### config.mk
export PLATFORM = sky130hd
export DESIGN_NAME = threshold_vote_window
export DESIGN_NICKNAME = d
export VERILOG_FILES = /design/src/rtl/threshold_vote_window.sv
export SDC_FILE = /design/constraint.sdc
export NUM_CORES = 1
export LEC_CHECK = 0
export CORE_UTILIZATION = 49
export CTS_BUF_LIST = sky130_fd_sc_hd__clkbuf_8
export DETAILED_ROUTE_END_ITERATION = 10
export HOLD_SLACK_MARGIN = 0.12
export PLACE_DENSITY = 0.77
export SLEW_MARGIN = 25
export SYNTH_ARGS = -nofsm -noshare
export SYNTH_HDL_FRONTEND = slang
export SYNTH_SLANG_ARGS = --single-unit
export TNS_END_PERCENT = 5
### constraint.sdc
create_clock -name clock -period 2.2 [get_ports clock]
set_clock_uncertainty 0.2 [all_clocks]
set_input_delay 0.22 -clock clock [delete_from_list [all_inputs] [get_ports clock]]
set_output_delay 0.22 -clock clock [all_outputs]
set_load 0.03 [all_outputs]
### src/rtl/threshold_vote_window.sv
// Per-sample threshold vote (popcount >= THRESH) with windowed hit counting
// and a strict-majority verdict over every WINDOW valid samples.
module threshold_vote_window #(
  parameter int N      = 4,
  parameter int THRESH = 3,
  parameter int WINDOW = 8
) (
  input  logic                             clock,
  input  logic                             reset,
  input  logic                             clear,
  input  logic                             in_valid,
  input  logic [N-1:0]                     votes,
  output logic                             f,
  output logic                             f_valid,
  output logic                             win_done,
  output logic [$clog2(WINDOW+1)-1:0]      win_count,
  output logic                             win_maj
);

  localparam int PW = $clog2(N + 1);
  localparam int CW = $clog2(WINDOW + 1);
  localparam logic [CW:0] WIN_LIMIT = (CW + 1)'(WINDOW);

  typedef enum logic [1:0] {IDLE, ACCUM, DONE} state_t;

  state_t        state;
  logic [CW-1:0] sample_cnt;
  logic [CW-1:0] hits;

  logic [PW-1:0] pop;
  logic          vote;
  logic [CW-1:0] base_cnt;
  logic [CW-1:0] base_hits;
  logic [CW-1:0] hits_total;
  logic          last_sample;

  always_comb begin
    // NOTE: assign a default before the loop so the accumulator never
    // depends on its previous value, which would otherwise infer a latch.
    pop = '0;
    for (int i = 0; i < N; i++) begin
      pop = pop + PW'(votes[i]);
    end
  end

  assign vote = (pop >= PW'(THRESH));

  // Outside ACCUM the current sample opens a fresh window, so it counts from zero.
  always_comb begin
    base_cnt    = (state == ACCUM) ? sample_cnt : '0;
    base_hits   = (state == ACCUM) ? hits : '0;
    hits_total  = base_hits + CW'(vote);
    last_sample = (base_cnt == CW'(WINDOW - 1));
  end

  // NOTE: registers use non-blocking assignments so every flop samples
  // the pre-edge values of its inputs regardless of statement order.
  always_ff @(posedge clock or posedge reset) begin
    if (reset) begin
      state      <= IDLE;
      sample_cnt <= '0;
      hits       <= '0;
      f          <= 1'b0;
      f_valid    <= 1'b0;
      win_done   <= 1'b0;
      win_count  <= '0;
      win_maj    <= 1'b0;
    end else begin
      f_valid  <= in_valid;
      win_done <= 1'b0;
      if (in_valid) begin
        f <= vote;
      end

      if (clear) begin
        state      <= IDLE;
        sample_cnt <= '0;
        hits       <= '0;
      end else if (in_valid) begin
        if (last_sample) begin
          state      <= DONE;
          sample_cnt <= '0;
          hits       <= '0;
          win_done   <= 1'b1;
          win_count  <= hits_total;
          win_maj    <= ({hits_total, 1'b0} > WIN_LIMIT);
        end else begin
          state      <= ACCUM;
          sample_cnt <= base_cnt + CW'(1);
          hits       <= hits_total;
        end
      end else if (state == DONE) begin
        state <= IDLE;
      end
    end
  end

endmodule

**After elaboration in Yosys (flattened, before gate mapping)**

Cells that the tools add are included.

- Reduce and logical (&&, ||, !) cells: 3
- Equality and inequality tests: 3
- Bitwise operators: 1
- $lt $le $gt $ge: 2
- Multiplexer cells: 15
- Add/subtract/negate cells: 5

Operators by type and width:

| kind | number |
|---|---|
| 2-to-1 mux 4 bit | 8 |
| 2-to-1 mux 2 bit | 4 |
| greater-than comparator 5 x 4 -> 1 bit, second input constant | 1 |
| adder 4 x 1 -> 4 bit | 1 |
| adder 4 x 1 -> 4 bit, second input constant | 1 |
| == test 4 x 3 -> 1 bit, second input constant | 1 |
| adder 2 x 1 -> 3 bit | 1 |
| adder 3 x 1 -> 3 bit | 1 |
| greater-or-equal comparator 3 x 2 -> 1 bit, second input constant | 1 |
| 2-to-1 mux 1 bit | 3 |
| AND reduction 3 bit | 1 |
| nonzero test 3 bit | 1 |
| adder 1 x 1 -> 2 bit | 1 |
| == test 2 x 1 -> 1 bit, second input constant | 1 |
| == test 2 bit, second input constant | 1 |
| nonzero test 2 bit | 1 |
| inverter 1 bit | 1 |

- Register bits after elaboration: 18
- Output and inout port bits: 8
- Input bits: 8
- Word-level logic and storage cells: 37

**Depth between registers and ports, before layout**

Gate-level depths: netlist of the first run.

- Depth in word-level cells: 8
- Gate-level depth with buffers: 12
- Mapped depth without buffers: 12

**Least setup slack after synthesis of the first run**

OpenSTA, ideal clock, no wires.

- Kind: input to register
- From: in votes[0]
- To: reg win_maj
- Setup time: 0.125 ns
- Required time: 1.875 ns
- Path buffers: 0
- Data arrival time: 2.533 ns
- Setup slack: -0.658 ns
- Stages: 11
- Cells stage by stage: inv_1 -> fa_1 -> inv_1 -> ha_1 -> ha_1 -> a21o_1 -> ha_1 -> ha_1 -> or2_2 -> o2bb2ai_1 -> mux2_2

- Cells in the longest elaborated chain, start to end: 6

Ends and longest elaborated chain:

| element | RTL line | RTL |
|---|---|---|
| start: declaration | 12 | `input logic [N-1:0] votes,` |
| adder 1 x 1 -> 2 bit | 42 | `pop = pop + PW'(votes[i]);` |
| adder 2 x 1 -> 3 bit | 42 |  |
| adder 3 x 1 -> 3 bit | 42 |  |
| greater-or-equal comparator 3 x 2 -> 1 bit | 46 | `assign vote = (pop >= PW'(THRESH));` |
| named net vote | 31 | `logic vote;` |
| adder 4 x 1 -> 4 bit | 52 | `hits_total = base_hits + CW'(vote);` |
| named net hits_total[1] | 34 | `logic [CW-1:0] hits_total;` |
| greater-than comparator 5 x 4 -> 1 bit | 86 | `win_maj <= ({hits_total, 1'b0} > WIN_LIMIT);` |
| end signal: assignment | 86 |  |
| end: declaration | 17 | `output logic win_maj` |

The timed path passes the listed nets, and every way through them passes these cells.
A chain may end at the register's enable or synchronous reset.

**Worst setup path after layout of the first run**

- From: in votes[3]
- To: reg win_maj

- Cells in the longest elaborated chain, start to end: 4

Ends and longest elaborated chain:

| element | RTL line |
|---|---|
| adder 3 x 1 -> 3 bit | 42 |
| greater-or-equal comparator 3 x 2 -> 1 bit | 46 |
| named net vote | 31 |
| adder 4 x 1 -> 4 bit | 52 |
| named net hits_total[1] | 34 |
| greater-than comparator 5 x 4 -> 1 bit | 86 |

The timed path passes the listed nets, and every way through them passes these cells.

==> results.md, run 1 <==
* Crit path buffers/inverters at 3
* Clock sink count at 18
* Filler cells at between 100 and 150
* Worst-path cell with the longest stage delay: fa_1
* Final WS setup at -0.356 ns
* Post-synth net total at 107
* Switch Pwr at just under 0.0002 W
* Sequential cell area fraction in the yosys report at 45.7%
* Vias per inst at around 5.3
* CTS clk-pin slew, worst paths at about 0.070 ns
* Worst-Skew Late Latency at about 0.25 ns
* Status: complete, but fails checks
* Seq cells post-synth at 18
* Comb pwr share at 21.1%
* CP max FO at 2
* Crit Reg-Reg Endpoint: win_count[1]$_DFFE_PP0P_
* Final Hold Fails at 0
* Max-slew violation count at 0
* Die ar. at 2190 um2
* CP most frequent cell: ha_4
* Initial antenna violation count at 0
* Synthesis Warnings at 0
* Routed Antenna Nets at 0
* CP required at around 2.1 ns
* Synthesis-to-layout area growth at 38.1%
* Worst slew pin tran at 0.667 ns
* Crit path launch type: input port
* Slowest cell delay on critical path at 0.52 ns
* Core area at 1800 um2
* DRC Markers at 0
* Max Freq at 0.391 GHz
* Final setup vio count at 8
* Min-delay worst type: in -> async
* Synth top area share at 45.7%
* Pleak at between 0.6 and 0.7 nW
* Max Root-Sink Buffers at 2
* Max_cap viols at 0
* Post-layout util at 75.5%
* Final period util at 116%
* Drt total wl at between 2000 and 2500 um
* Most common cell after layout, fill and taps aside: dfrtp_1
* Vias post-DR at 761
* Synth area leader: dfrtp_1
* Critical path arrival at 2.49 ns
* GRT Resource Usage Total at 21.6%
* P per Cell Area at roughly 570 nW/um2
* Final Critical Period at 2.56 ns
* IO Pins at 16
* Clock power share at 33.8%
* Synth area leaders: dfrtp_1, mux2_2, ha_1, a21oi_1, nand2b_1
* Worst VDD drop at 624 uV
* Reg2reg path depth at 7
* Starting Density at between 50 and 60%
* RSZ-0062 raised after global routing: true
* Distinct cells, synth at 33
* Pin count of the biggest net entering global routing at 22
* Failing checks: negative setup slack
* Most frequent cells in the layout: dfrtp_1, clkdlybuf4s50_1, buf_4
* CTS tree: yes
* Die Width at 46.8 um
* Crit path max-delay family: adder cells
* CTS root buf: clkbuf_8
* PortBufs at 15
* Max-slew headroom at a little under three fifths
* Synthesized netlist cell count at 93
* Pint at slightly below 0.0006 W
* # H-tree levels at 1
* Ys async rst share at 100%
* GRT Residual Overflow at 0
* Setup crit end kind: flop
* # diodes at 0
* Reg power frac at approximately 45%
* Gpl congestion at 0.770
* Post-Syn Area per Cell at 10.6 um2
* FF-to-FF Start: state[1]$_DFFE_PP0P_
* Layout cells sized above 1 at 33.1%
* Main synth FF type: dfrtp_1
* Number of global-route vias before repair at 730
* Global-route wire length before repair at approximately 3200 um
* FF-to-FF setup slack at -0.23 ns
* Row cnt at 15
* Cts hold-fix bufs at 0
* Cells along the critical path: buf_8, inv_8, fa_1, inv_1, ha_2, ha_4, a21o_1, ha_4, ha_4, or2_4, o2bb2ai_2, mux2_4
* Critical path type: in -> reg
* Final #Nets at 133
* Final HPWL DP at 1430 um
* TritonCTS buffer count at 3
* EDFF count, synth at 0
* Overall power at 0.000782 W
* Initial DRT Pass Iterations at 4
* Sw Share at about a quarter
* Die Ht at 46.8 um
* Avg WL per Cell at about 14 um
* DR iter-0 viols at 21
* Mapped cell area at 985 um2
[stage by stage]
step	hold WS, ns	cells	cell area, um2	worst slack (ns)	setup TNS (ns)
2_1_floorplan	-0.0414	93	1020	-0.531	-2.18
3_3_place_gp	0.279	139	1250	-1.18	-8.74
3_5_place_dp	0.286	139	1250	-1.23	-9.31
4_1_cts	0.189	143	1340	-0.354	-1.63
5_1_grt	0.240	143	1360	-0.417	-2.16
6_report	0.161	143	1360	-0.356	-1.48
[repair_timing]
item | CTS | global route
endpoints found under the setup margin | 10 | 9
setup buffers | 0 | 0
resized for setup | 18 | 5
pin swaps | 7 | 1
[per-layer routing]
layer	wire [um]	up-vias	part of all wire, %	global-route usage (%)
li1	-	365	-	-
met3	66	2	3.2	4.62
met2	1050	17	51	37.2
met1	941	377	45	27.2
met4	10	0	0.48	6.86
met5	0	-	0	0
[power by group through the flow]
stage | logic [W] | clock network (W) | registers [W]
after global placement | 0.000146 | 0 | 0.000359
after detailed placement | 0.000150 | 0 | 0.000359
after CTS | 0.000158 | 0.000268 | 0.000353
after global routing | 0.000180 | 0.000285 | 0.000354
after floorplan | 0.0000702 | 0 | 0.000378
final | 0.000165 | 0.000264 | 0.000353
[layout make-up]
class,instances,area [um2],area share [%]
Clock buffer,4,55.1,4.05
Tap cell,25,31.3,2.30
Multi-Input combinational cell,64,566,41.6
Timing Repair Buffer,26,228,16.7
Inverter,6,30.0,2.21
Sequential cell,18,450,33.1
[synthesized netlist by cell type, types with 2 or more instances]
cell	count
xnor2_1	2
o21ai_0	2
clkbuf_1	3
a21oi_1	7
ha_1	5
mux2_2	6
and2_1	4
dfrtp_1	18
inv_1	6
nand3_1	3
nand2b_1	5
nor2_1	6
nand2_1	4
buf_6	2
nand3b_1	2
[worst max path at each step]
stage | start | to | slack, ns | depth (start not counted)
after floorplan | votes[3] | win_maj$_DFFE_PP0P_ | -0.53 | 11
after global placement | votes[3] | win_maj$_DFFE_PP0P_ | -1.18 | 12
after detailed placement | votes[3] | win_maj$_DFFE_PP0P_ | -1.23 | 12
after CTS | votes[3] | win_maj$_DFFE_PP0P_ | -0.35 | 12
after global routing | votes[3] | win_maj$_DFFE_PP0P_ | -0.42 | 12
final | votes[3] | win_maj$_DFFE_PP0P_ | -0.36 | 12
[state kept, by name, indices dropped and copies added, names as in the netlist]
register,flops
state,2
win_count,4
f_valid,1
f,1
sample_cnt,4
win_maj,1
hits,4
win_done,1
[kinds of logic after synthesis]
kind of cell	synth area share, %
multiplexers	7.88
buffers and inverters	5.72
AND/OR/NAND/NOR	19.4
adder cells (fa/ha/maj)	8.39
AO/OA/AOI/OAI	10.2
flip-flops	45.7
XOR/XNOR	2.67
No activity file was read; power rests on OpenSTA's default activity.
==> run 2, diff against run 1 <==
ABC_AREA = 1   (was not set)
CORE_UTILIZATION = 48   (was 49)
CTS_CLUSTER_DIAMETER = 30   (was not set)
PLACE_DENSITY = 0.76   (was 0.77)
==> results.md, run 2 <==
* DR iter-0 viols at 18
* Setup Buffers After CTS at 0
* Cts hold-fix bufs at 0
* Mux cell area share after synthesis at under 10%
* Core area at 1780 um2
* GR Layer Usage met1 at 22.8%
* Pint at approximately 0.00055 W
* Clock power share at 36.6%
* Starting Density at 53.3%
* GRT Residual Overflow at 0
* Filler cells at 120
* Final HPWL DP at 1420 um
* Vias post-DR at about 750
* CTS clk-pin slew, worst paths at 0.07 ns
* Critical path type: in -> reg
* Switch Pwr at ~0.00018 W
* Setup_tns at -0.0132 ns
* CTS tree: yes
* Design area at 1260 um2
* Worst slew pin tran at 0.673 ns
* Synthesis-to-layout area growth at 32.4%
* Initial antenna violation count at 0
* Most common cell after layout, fill and taps aside: dfrtp_1
* Most frequent cell after synthesis: nand2_1
* Initial DRT Pass Iterations at 4
* Max_cap viols at 0
* Critical path arrival at 2.20 ns
* TritonCTS buffer count at 3
* Status: complete, but fails checks
* Max Root-Sink Buffers at 2
* Post-Synth Simple-Gate Area at a little over a fifth
* Pin count of the biggest net entering global routing at 19
* Die Ht at around 46 um
* P per Cell Area at 585 nW/um2
* Final Critical Period at 2.21 ns
* Crit path launch type: input port
* Pleak at around 0.6 nW
* Distinct cells, synth at 24
* Clock sink count at 18
* Placed cell areas at 1150 um2
* CTS root buf: clkbuf_8
* Post-layout util at 70.5%
* Number of global-route vias before repair at 722
* DRC Markers at 0
* Final period util at 101%
* Post-synth net total at 119
* Synth area leaders: dfrtp_1, nand2_1, inv_1, ha_1, o21ai_1
* Row cnt at 15
* Post-Synth XOR/XNOR Area at 0%
* Worst-Skew Late Latency at 0.25 ns
* Synthesized netlist cell count at 105
* GRT met2 Usage at 34.4%
* Min-delay worst type: in -> async
* Die Width at 46.5 um
* Seq cells post-synth at 18
* IO Pins at 16
* PortBufs at 15
* Vias per inst at 5.02
* Max Freq at approximately 0.45 GHz
* Worst hold slack at roughly 0.16 ns
* # diodes at 0
* Final Hold Fails at 0
* Die ar. at 2160 um2
* Synthesis Warnings at 0
* EDFF count, synth at 0
* Mapped cell area at between 900 and 1000 um2
* Gpl congestion at between 0.7 and 0.8
* Setup crit end kind: flop
* GRT Resource Usage Total at 20.3%
* Comb pwr share at 16.0%
* Routed Antenna Nets at 0
* Most used routing layer: met2
* Sw Share at 25.0%
* Ys async rst share at 100%
* Max-slew violation count at 0
* Drt total wl at 1860 um
* Main synth FF type: dfrtp_1
* Sequential cell area fraction in the yosys report at a little under half
* CP required at 2.19 ns
* Final #Nets at 139
* Pre-CTS setup slack at -0.813 ns
* Global-route wire length before repair at 2950 um
* Reg power frac at roughly 47%
* Post-Syn Area per Cell at 9.04 um2
* Post-synthesis adder-cell area fraction at 8.70%
* Max-slew headroom at between 50% and 60%
* Layout cells sized above 1 at ~27%
* Synth area leader: dfrtp_1
* Synth Area in Compound Gates at approximately 12%
* RSZ-0062 raised after global routing: true
* Final setup vio count at 1
* GR Layer Usage met3 at ~3.9%
* Avg WL per Cell at 12.5 um
* # H-tree levels at 1
* Final WS setup at -0.0132 ns
* Most frequent cells in the layout: dfrtp_1, nand2_1, inv_1
* Biggest regs: hits (4), sample_cnt (4), win_count (4)
* CP max FO at 2
* Worst VDD drop at 544 uV
* Failing checks: negative setup slack
* Synth top area share at 47.4%
* Largest family of logic cells by synthesized area: simple AND/OR/NAND/NOR gates
* Most frequent cells after synthesis: nand2_1, dfrtp_1, inv_1, o21ai_1
[run 2: metal layers]
| layer | part of all wire, % | vias to the layer above |
|---|---|---|
| li1 | - | 374 |
| met1 | 41 | 358 |
| met2 | 54 | 12 |
| met3 | 2.6 | 4 |
| met4 | 2.3 | 0 |
| met5 | 0 | - |
[run 2: metrics by stage]
| stage | std cells | total power (W) |
|---|---|---|
| after floorplan | 105 | 0.000417 |
| after global placement | 145 | 0.000454 |
| after detailed placement | 145 | 0.000457 |
| after CTS | 149 | 0.000735 |
| after global routing | 149 | 0.000766 |
| final | 149 | 0.000735 |
[run 2: path summary, 6_finish.rpt]
| path | startpoint | end | slack, ns | cells after the start |
|---|---|---|---|---|
| max | votes[1] | hits[2]$_DFFE_PP0P_ | -0.01 | 13 |
| min | reset | sample_cnt[3]$_DFFE_PP0P_ | 0.16 | 2 |
| max reg2reg | state[0]$_DFFE_PP0P_ | hits[3]$_DFFE_PP0P_ | 0.31 | 8 |
| min reg2reg | win_count[3]$_DFFE_PP0P_ | win_count[3]$_DFFE_PP0P_ | 0.29 | 2 |
| max in group asynchronous | reset | hits[0]$_DFFE_PP0P_ | 1.21 | 2 |
| min in group clock | win_count[3]$_DFFE_PP0P_ | win_count[3]$_DFFE_PP0P_ | 0.29 | 2 |
[run 2: area by class of cell]
class / instances / area [um2] / share of cell area [%]
flip-flops and latches: 18 / 450 / 35.8
multi-input cells: 65 / 490 / 39.0
clock buffers: 4 / 55.1 / 4.38
repair buffers: 15 / 148 / 11.7
well taps: 25 / 31.3 / 2.49
inverters: 22 / 82.6 / 6.57
[run 2: logic make-up after synthesis]
group | after synthesis
fa+ha+maj | 6
flops | 18
buf+inv | 22
simple gates | 39
compound gates | 19
mux | 1
[run 2: power groups by stage]
stage,clock network [W],logic (W),registers (W)
5_1_grt,0.000285,0.000132,0.000350
3_3_place_gp,0,0.0000990,0.000355
3_5_place_dp,0,0.000102,0.000355
4_1_cts,0.000273,0.000113,0.000349
6_report,0.000269,0.000117,0.000349
2_1_floorplan,0,0.0000515,0.000366
[run 2: worst max-delay path, stage by stage]
cell,delay [ns]
buf_6,0.07
inv_2,0.03
fa_1,0.54
inv_2,0.04
ha_4,0.15
ha_4,0.20
a21o_1,0.21
ha_4,0.18
ha_4,0.15
nand3b_1,0.16
nand2_2,0.10
inv_2,0.05
o21ai_2,0.11
[run 2: what timing repair did]
item | in CTS | in global routing
endpoints found under the setup margin | 10 | 5
endpoints found under the hold margin | 0 | 0
pin swaps | 6 | 10
gates resized for setup | 18 | 7
==> RTL edit (config.mk and constraints of run 2) <==
Change the parameter `N` from 4 to 16.
--- a/src/rtl/threshold_vote_window.sv
+++ b/src/rtl/threshold_vote_window.sv
@@ -1,7 +1,7 @@
 // Per-sample threshold vote (popcount >= THRESH) with windowed hit counting
 // and a strict-majority verdict over every WINDOW valid samples.
 module threshold_vote_window #(
-  parameter int N      = 4,
+  parameter int N      = 16,
   parameter int THRESH = 3,
   parameter int WINDOW = 8
 ) (
Interface: changed (resized votes); port bits go from 16 to 28. The function was not compared with the original's and may differ.
==> RTL edit against run 2 <==
- the flow still finishes with violations (setup timing)
- synthesized cell count grew 34%
- via count grew 37%
- die area grew 31%
- power grew 82%
- wire length grew 40%
- setup slack lost 1.9 ns
- area after synthesis grew 32%
- sequential cell count is the same
- worst hold slack is essentially flat
- cell area grew 34%
- critical endpoint is now win_count[2]
- largest power group is now combinational cells
==> RTL edit: results <==
[outcome]
violations = "setup timing"
outcome = "complete, but fails checks"

[synth]
synth.distinct_cells = 21
syn_nets = 179
synth_common_cells = "41 x inv_1, 20 x nand2_1, 18 x dfrtp_1"
ys_seq_area_share_pct = 35.9
synth_area_leaders = "dfrtp_1 36%, fa_1 16%, inv_1 12%, ha_1 8.0%, nand2_1 6.0%"
synthCells = 141

[grt]
grt_pass1_wl_um = 4420
track_usage_pct = 22.3
first_global_vias = 1028
grtUsageMet3_pct = 6.03
met1_usage_pct = 28.3

[place]
dpl.cell_count = 201
port_buffers = 27
hpwlAfterDp_um = 2020
placed_area_um2 = 1610
pre_cts_ws_ns = -2.56

[finish]
layout.cells.non_filler = 206
fillers = 217
final_nets = 216

[worst_setup_path]
reg2reg_slack_ns = 0.19
timing.rr.end = "state[0]"
cp_max_fo = 3
critPathMaxStageDelay_ns = 0.60

[routing]
wl_met3_um = 137
drt_wl_total_um = 2610
wirelength_met1_um = 1140
drt-initial-drc-count = 27
vias_per_cell = 4.99
wl_met2_um = 1300

[timing]
finalSetupTns_ns = -17.13
worst_pin_slew_ns = 0.689
worst_slack_ns = -1.91
setup_viol = 10

[pwr]
ir_drop_mv = 0.683
## RTL edit: cell types whose count changed after synthesis, moves of 2 or more
cell | before | now
ha_1 | 5 | 8
o21ai_0 | 3 | 6
nand3_1 | 6 | 8
fa_1 | 1 | 10
o22ai_1 | 2 | 4
nor2_1 | 6 | 8
o21ai_1 | 8 | 0
o21ai_2 | 1 | 4
inv_1 | 18 | 41
inv_2 | 3 | 1
nand4_1 | 0 | 2
## RTL edit: worst reg2reg max path, stage by stage (launching register included)
cell,delay [ns]
dfrtp_1,0.38
inv_2,0.07
nor2_4,0.18
inv_1,0.14
nor2_1,0.18
ha_1,0.25
nand4_4,0.15
nand2_1,0.20
o21ai_0,0.12
## RTL edit: repair_timing
action                     CTS  global route
buffers inserted             2             0
cloned                       0             0
setup endpoints to repair   10            10
pin swaps                   17            16
gates resized for setup     33            18
hold buffers                 0             0
## RTL edit: how the worst max path moves through the flow
stage,slack (ns),start,to,depth (start not counted)
floorplan,-1.84,votes[15],win_maj,17
CTS,-1.97,votes[9],win_maj,18
detailed placement,-2.56,votes[0],win_maj,18
finish,-1.91,votes[3],win_count[2],17
global route,-2.05,votes[3],win_count[2],17
global placement,-2.42,votes[15],win_maj,18
## RTL edit: cells by family after synthesis
logic type | synth area share (%)
simple gates | 18.0
buf+inv | 13.0
compound gates | 9.17
fa+ha+maj | 23.9
flops | 35.9
## RTL edit: area by class of cell
class | count | area [um2] | area share [%]
sequential | 18 | 450 | 26.7
clock buffer | 3 | 41.3 | 2.45
inverter | 43 | 168 | 9.94
multi-input combinational | 80 | 704 | 41.8
tap | 30 | 37.5 | 2.23
timing repair buffer | 32 | 285 | 16.9
## RTL edit: where the power goes
group          total (uW)  switching, uW  leakage [uW]  internal (uW)
clock                 237            115     0.0000216            122
sequential            374           13.4      0.000242            360
combinational         728            383      0.000590            344
